==> config.mk <==
export PLATFORM = sky130hd
export DESIGN_NAME = fetch_sequencer
export DESIGN_NICKNAME = d
export VERILOG_FILES = /design/src/rtl/fetch_sequencer.sv
export SDC_FILE = /design/constraint.sdc
export NUM_CORES = 1
export LEC_CHECK = 0
export CORE_UTILIZATION = 40
export DETAILED_ROUTE_END_ITERATION = 8
export PLACE_DENSITY = 0.88
export SLEW_MARGIN = 20
export SYNTH_ARGS = -nofsm -noshare
export SYNTH_HDL_FRONTEND = slang
export SYNTH_SLANG_ARGS = --single-unit
==> constraint.sdc <==
create_clock -name i_clk -period 4.85 [get_ports i_clk]
set_input_delay 1.2125 -clock i_clk [delete_from_list [all_inputs] [get_ports i_clk]]
set_output_delay 1.2125 -clock i_clk [all_outputs]
set_load 0.02 [all_outputs]
==> src/rtl/fetch_sequencer.sv <==
// Fetch/execute control sequencer: drives PC update strobes, runs the
// instruction-memory handshake and selects the redirect after execute.
module fetch_sequencer #(
   parameter logic [31:0] RESET_VECTOR = 32'h0000_0000,
   parameter logic [31:0] TRAP_VECTOR  = 32'h0000_0100,
   parameter int unsigned ACK_TIMEOUT  = 255
) (
   input  logic        i_clk,
   input  logic        i_reset,
   input  logic [31:0] i_PC,
   output logic        o_nextPC_DV,
   output logic        o_jump_DV,
   output logic [31:0] o_jump_address,
   output logic        o_imem_req,
   output logic [31:0] o_imem_addr,
   input  logic        i_imem_ack,
   input  logic [31:0] i_imem_data,
   output logic [31:0] o_instr,
   output logic        o_instr_DV,
   input  logic        i_exec_done,
   input  logic        i_branch_taken,
   input  logic [31:0] i_branch_target,
   input  logic        i_trap,
   output logic        o_halted,
   output logic [1:0]  o_fault_cause
);

   localparam int unsigned CNT_W = (ACK_TIMEOUT == 0) ? 1 : $clog2(ACK_TIMEOUT + 1);

   localparam logic [1:0] CAUSE_MISALIGN = 2'b01;
   localparam logic [1:0] CAUSE_TIMEOUT  = 2'b10;

   typedef enum logic [2:0] {
      S_BOOT,
      S_UPDATE,
      S_FETCH,
      S_EXEC,
      S_HALT
   } state_t;

   state_t             state, state_d;
   logic [CNT_W-1:0]   wait_cnt, wait_cnt_d;
   logic               next_dv_d, jump_dv_d, req_d, instr_dv_d, halted_d;
   logic [31:0]        jump_addr_d, instr_d;
   logic [1:0]         cause_d;
   logic               next_pc_aligned;

   // Fetch address is the PC register itself.
   assign o_imem_addr = i_PC;

   // Low bits of the PC after this cycle's strobe; +4 preserves alignment.
   assign next_pc_aligned = o_jump_DV ? (o_jump_address[1:0] == 2'b00)
                                      : (i_PC[1:0] == 2'b00);

   // State and registered outputs.
   always_ff @(posedge i_clk) begin
      if (i_reset) begin
         state          <= S_BOOT;
         wait_cnt       <= '0;
         o_nextPC_DV    <= 1'b0;
         o_jump_DV      <= 1'b0;
         o_jump_address <= 32'h0;
         o_imem_req     <= 1'b0;
         o_instr        <= 32'h0;
         o_instr_DV     <= 1'b0;
         o_halted       <= 1'b0;
         o_fault_cause  <= 2'b00;
      end else begin
         state          <= state_d;
         wait_cnt       <= wait_cnt_d;
         o_nextPC_DV    <= next_dv_d;
         o_jump_DV      <= jump_dv_d;
         o_jump_address <= jump_addr_d;
         o_imem_req     <= req_d;
         o_instr        <= instr_d;
         o_instr_DV     <= instr_dv_d;
         o_halted       <= halted_d;
         o_fault_cause  <= cause_d;
      end
   end

   // Next state and next values of the registered outputs.
   always_comb begin
      state_d     = state;
      wait_cnt_d  = wait_cnt;
      next_dv_d   = 1'b0;
      jump_dv_d   = 1'b0;
      jump_addr_d = o_jump_address;
      req_d       = 1'b0;
      instr_d     = o_instr;
      instr_dv_d  = 1'b0;
      halted_d    = 1'b0;
      cause_d     = o_fault_cause;

      case (state)
         S_BOOT: begin
            jump_dv_d   = 1'b1;
            jump_addr_d = RESET_VECTOR;
            state_d     = S_UPDATE;
         end

         S_UPDATE: begin
            // Request only if the PC being loaded now is word aligned.
            wait_cnt_d = '0;
            req_d      = next_pc_aligned;
            state_d    = S_FETCH;
         end

         S_FETCH: begin
            if (i_PC[1:0] != 2'b00) begin
               halted_d = 1'b1;
               cause_d  = CAUSE_MISALIGN;
               state_d  = S_HALT;
            end else if (i_imem_ack) begin
               instr_d    = i_imem_data;
               instr_dv_d = 1'b1;
               wait_cnt_d = '0;
               state_d    = S_EXEC;
            end else if ((ACK_TIMEOUT != 0) && ((32'(wait_cnt) + 32'd1) == ACK_TIMEOUT)) begin
               halted_d = 1'b1;
               cause_d  = CAUSE_TIMEOUT;
               state_d  = S_HALT;
            end else begin
               wait_cnt_d = wait_cnt + CNT_W'(1);
               req_d      = 1'b1;
            end
         end

         S_EXEC: begin
            // Redirect priority: trap, then branch, then sequential.
            if (i_exec_done) begin
               if (i_trap) begin
                  jump_dv_d   = 1'b1;
                  jump_addr_d = TRAP_VECTOR;
               end else if (i_branch_taken) begin
                  jump_dv_d   = 1'b1;
                  jump_addr_d = i_branch_target;
               end else begin
                  next_dv_d = 1'b1;
               end
               state_d = S_UPDATE;
            end
         end

         S_HALT: begin
            halted_d = 1'b1;
         end

         default: begin
            state_d = S_BOOT;
         end
      endcase
   end

endmodule

==> reports/results.ini, run 1 <==
[timing]
fin_ws_ns=1.28
rsz0062_at_grt=false
worstMarginPinSlew_ns=0.672
fin_setup_tns_ns=0
maxSlewHeadroom_pct=55.1
fin_crit_sh_pct=73.6
timing.final.crit_period_ns=3.57
hold_viol=0
fin_skew_ns=0.00981
fmax_mhz=280
finalMaxSlewViolations=0
setup_viol=0
finalHoldWorstSlack_ns=0.458

[final_layout]
drive_above_1_share_pct=8.35
finalNetCount=578
syn2layout_area_growth_pct=43.1
finalInstanceArea_um2=4830
antenna_cells=0

[grt]
track_usage_pct=19.1
grt_pass1_vias=2910
grt_pass1_wl_mm=13.3
antenna_found_initial=0
grt_max_degree=52
overflow=0

[worst_hold_path]
min_path_type=flop to flop
hold_start=o_instr[4]$_SDFFE_PP0P_

[synthesis]
yosysSeqAreaShare_pct=48.6
synth.top_cells.by_area=dfxtp_1 49%, nand2_1 8.0%, a22o_1 7.8%
syn_inst=372
async_flop_share_pct=0
yosys.cell_count.top_type=dfxtp_1
syn-cell-area_um2=3380
yosysUniqueCellTypes=49
syn_nets=476
synthFlopType=dfxtp_1
synth-edff-count=0
synth_top_area_share_pct=48.6
yosys-top-cells-count=82 x dfxtp_1, 72 x nand2_1, 40 x a21oi_1
yosys_register_bits=82
post_synth.cell_area_avg_um2=9.08
yosysTopAreaCell=dfxtp_1
ys_warn_count=0

[clocking]
root_buffer=clkbuf_8
numCtsBuffers=9
clock_sinks=82
cts_max_path_buffers=2
clk_pin_slew_ns=0.09
cts_tree=done
holdBufCountCts=0
cts-htree-levels=3
ctsResizeCount=0
clk_latency_ns=0.35
cts_setup_buffers=0

[floorplan]
die_area_um2=8820
die_y_um=93.9
fp.dieW_um=93.9
rows=33
ioPinCount=205
coreArea_um2=8180
start_util_pct=41.3

[critical_path]
slowest_delay_ns=0.62
crit_slowest_cell=clkdlybuf4s50_1
path_class=primary input to output port
crit_arrival_ns=2.36
path_buf_inv=2
cp-endpoint=o_imem_addr[1]
start_kind=primary input
cp.required_ns=3.64
r2r_slack_ns=2.61
reg2reg_to=o_jump_address[15]$_SDFFE_PP0P_
path_delay_family=buffers and inverters
worst_r2r_startpoint=state[0]$_SDFFE_PP0P_
reg2regPathDepth=5
crit_top_cell=clkdlybuf4s50_1
worst-path-max-fanout=4
crit_start=i_PC[1]
crit_chain=clkdlybuf4s50_1 > clkdlybuf4s50_1
cp.depth=2
endpoint_kind=output port

[placement]
pre_cts_ws_ns=1.28
globalplace.congestion=0.857
place_area_um2=4630
io_buffers=144
dpl.hpwl_mm=6.14

[drt]
wire_per_inst_um=14.6
drtPass1Iterations=4
viasPerCell=5.10
ant_nets=0
vias=2977
post-route-drc-count=0
wirelength_mm=8.50
first_iter_violations=110

[pwr]
leakagePower_nw=1.68
peakVddDrop_mv=0.183
power_density_nw_per_um2=281

[outcome]
status=finished clean

[run]
maxCapViolCount=0

## worst min-delay path by stage
stage | endpoint | depth (start not counted)
2_1_floorplan | wait_cnt[3]$_SDFFE_PP0P_ | 2
3_3_place_gp | o_instr[24]$_SDFFE_PP0P_ | 2
3_5_place_dp | o_instr[16]$_SDFFE_PP0P_ | 2
4_1_cts | o_instr[22]$_SDFFE_PP0P_ | 2
5_1_grt | o_instr[6]$_SDFFE_PP0P_ | 2
6_report | o_instr[4]$_SDFFE_PP0P_ | 2
## flip-flops by register name, indices dropped and copies added (netlist names)
name / cells
o_fault_cause: 2
o_halted: 1
o_imem_req: 1
o_instr: 32
o_instr_DV: 1
o_jump_DV: 1
o_jump_address: 32
o_nextPC_DV: 1
state: 3
wait_cnt: 8
## layout by cell type, fill, tap and decap left out, types with 2 or more instances in the layout
cell / n
clkdlybuf4s50_1: 143
dfxtp_1: 82
nand2_1: 72
a21oi_1: 40
a22o_1: 30
nor2_1: 15
clkbuf_8: 9
o21ai_0: 6
nand3b_1: 5
nand3_1: 5
inv_1: 4
nand2b_1: 4
a21oi_2: 3
o21ai_1: 3
and3_1: 3
nor3_1: 3
buf_4: 3
mux2i_1: 2
a21o_1: 2
a21bo_2: 2
a211o_2: 2
a31oi_1: 2
and2_1: 2
a211oi_1: 2
a22oi_1: 2
ha_1: 2
clkinv_4: 2
inv_8: 2
## metrics by stage
step	utilization [%]	power, mW	instances
after floorplan	-	0.832	372
after global placement	56.7	0.883	568
after detailed placement	56.7	0.888	568
after CTS	59.1	1.37	584
after global routing	59.1	1.42	584
final	59.1	1.36	584
## kinds of logic (layout without fill, tap and decap cells)
| logic type | count (synthesis) | in the layout | share of synthesized area [%] |
|---|---|---|---|
| flops | 82 | 82 | 48.6 |
| xor+xnor | 1 | 1 | 0.259 |
| mux | 2 | 2 | 0.592 |
| compound gates | 102 | 102 | 21.7 |
| simple gates | 123 | 123 | 17.3 |
| fa+ha+maj | 2 | 2 | 0.740 |
| buf+inv | 60 | 167 | 10.8 |
## metal layers
metal / global-route usage (%) / wire (um)
met5: 0 / 0
met4: 9.10 / 190
met1: 20.9 / 3400
met3: 8.33 / 930
met2: 31.8 / 3980
## final cells by class
class	instances	area, um2
multi-input cells	230	1390
flip-flops and latches	82	1640
well taps	105	131
inverters	4	15.0
fillers	688	3340
clock inverters	7	72.6
clock buffers	9	124
repair buffers	147	1460
## power breakdown
part | total [mW] | switching, mW | internal (mW)
combinational | 0.175 | 0.0804 | 0.0946
clock | 0.483 | 0.282 | 0.201
sequential | 0.699 | 0.0136 | 0.685
total | 1.36 | 0.376 | 0.981
No activity file was read; power rests on OpenSTA's default activity.
==> run 2, diff against run 1 <==
--- a/config.mk
+++ b/config.mk
@@ -5,9 +5,9 @@
 export SDC_FILE = /design/constraint.sdc
 export NUM_CORES = 1
 export LEC_CHECK = 0
-export CORE_UTILIZATION = 40
+export CORE_UTILIZATION = 34
 export DETAILED_ROUTE_END_ITERATION = 8
-export PLACE_DENSITY = 0.88
+export PLACE_DENSITY = 0.8
 export SLEW_MARGIN = 20
 export SYNTH_ARGS = -nofsm -noshare
 export SYNTH_HDL_FRONTEND = slang
==> constraint.sdc (replaced) <==
create_clock -name i_clk -period 3.1 [get_ports i_clk]
set_input_delay 0.775 -clock i_clk [delete_from_list [all_inputs] [get_ports i_clk]]
set_output_delay 0.775 -clock i_clk [all_outputs]
set_load 0.02 [all_outputs]
==> run 2 against run 1 <==
Compared with the run above: sequential power rose by 56%; cell area up 1.2%; clock skew about the same; sequential share of layout area shrank 0.40 points; highest routed layer unchanged; critical endpoint unchanged; largest power group unchanged; utilization decreased by 8.6 points.
==> reports/results.ini, run 2 (synthesis results as in run 1) <==
[outcome]
status=finished clean

[grt]
overflow=0
grt_pass1_wl_mm=13.2
track_usage_pct=16.4
grt_max_degree=42
grt_pass1_vias=2854
antenna_found_initial=1

[placement]
io_buffers=144
dpl.hpwl_mm=6.17
globalplace.congestion=0.816
pre_cts_ws_ns=0.386

[pwr]
peakVddDrop_mv=0.286
power_density_nw_per_um2=445
leakagePower_nw=1.70
p_total_mw=2.18

[final_layout]
finalNetCount=580
final_cell_mix=143 x clkdlybuf4s50_1, 82 x dfxtp_1, 72 x nand2_1
biggestRegsByFlops=o_instr x32, o_jump_address x32, wait_cnt x8
final_common_cell=clkdlybuf4s50_1
fillers=885
drive_above_1_share_pct=8.52
post-route-util_pct=50.5
syn2layout_area_growth_pct=44.8

[clocking]
holdBufCountCts=0
cts_setup_buffers=0
cts-htree-levels=3
root_buffer=clkbuf_8
cts_tree=done
numCtsBuffers=9
clk_pin_slew_ns=0.08
clk_latency_ns=0.35
cts_max_path_buffers=2
ctsResizeCount=0
clock_sinks=82

[floorplan]
die_y_um=102
start_util_pct=34.9
fp.dieW_um=102
ioPinCount=205
die_area_um2=10300
coreArea_um2=9680
rows=36

[timing]
fin_crit_sh_pct=87.0
finalHoldWorstSlack_ns=0.456
fmax_mhz=371
maxSlewHeadroom_pct=69.1
worstMarginPinSlew_ns=0.462
hold_viol=0
setup_viol=0
timing.final.crit_period_ns=2.70
finalMaxSlewViolations=0
fin_ws_ns=0.404
fin_skew_ns=0.00964
rsz0062_at_grt=false
fin_setup_tns_ns=0

[drt]
post-route-drc-count=0
viasPerCell=4.86
wirelength_mm=8.49
vias=2988
drtPass1Iterations=4
wire_per_inst_um=13.8
first_iter_violations=70
ant_nets=0

[critical_path]
crit_arrival_ns=1.92
crit_slowest_cell=clkdlybuf4s50_1
path_class=primary input to output port
slowest_delay_ns=0.63
worst-path-max-fanout=4
endpoint_kind=output port
crit_top_cell=clkdlybuf4s50_1
crit_chain=clkdlybuf4s50_1 > clkdlybuf4s50_1
path_delay_family=buffers and inverters
start_kind=primary input
cp.required_ns=2.32
path_buf_inv=2

[run]
maxCapViolCount=0

[worst_hold_path]
min_path_type=flop to flop

==> run 2: changes by cell type in the layout (fill, tap and decap cells not counted), sizes merged <==
cell    change
bufinv      +1
clkinv      -1
diode       +1
buf         +2
==> run 2: metrics by stage <==
stage | cells | instance area [um2]
final | 615 | 4890
after detailed placement | 598 | 4680
after CTS | 614 | 4890
after floorplan | 372 | 3380
after global routing | 614 | 4890
after global placement | 598 | 4680
==> run 2: final timing paths <==
| path | depth (start not counted) | slack, ns | startpoint | to |
|---|---|---|---|---|
| min | 2 | 0.46 | o_instr[28]$_SDFFE_PP0P_ | o_instr[28]$_SDFFE_PP0P_ |
| min reg2reg | 2 | 0.46 | o_instr[28]$_SDFFE_PP0P_ | o_instr[28]$_SDFFE_PP0P_ |
| max reg2reg | 6 | 1.09 | wait_cnt[1]$_SDFFE_PP0P_ | wait_cnt[0]$_SDFFE_PP0P_ |
| max | 2 | 0.40 | i_PC[1] | o_imem_addr[1] |
==> run 2: report_power, final <==
part	leakage, nW	switching, mW	total [mW]	internal, mW
Sequential	0.662	0.0210	1.09	1.07
Clock	0.102	0.423	0.810	0.386
Combinational	0.934	0.124	0.274	0.150
==> run 2: final cells by class <==
type                            instances  area (um2)  share of cell area [%]
Antenna cell                            1        2.50                  0.0512
Clock buffer                            9         124                    2.53
Clock inverter                          7        83.8                    1.71
Inverter                                4        15.0                   0.307
Multi-Input combinational cell        230        1390                    28.3
Sequential cell                        82        1640                    33.6
Tap cell                              133         166                    3.40
Timing Repair Buffer                  149        1470                    30.1
==> run 2: metal layers <==
| metal | global-route usage [%] | up-vias | wire length, um |
|---|---|---|---|
| met2 | 28.1 | 132 | 4010 |
| li1 | - | 1456 | - |
| met5 | 0 | - | 0 |
| met1 | 18.0 | 1384 | 3510 |
| met3 | 8.01 | 16 | 876 |
| met4 | 4.46 | 0 | 99 |
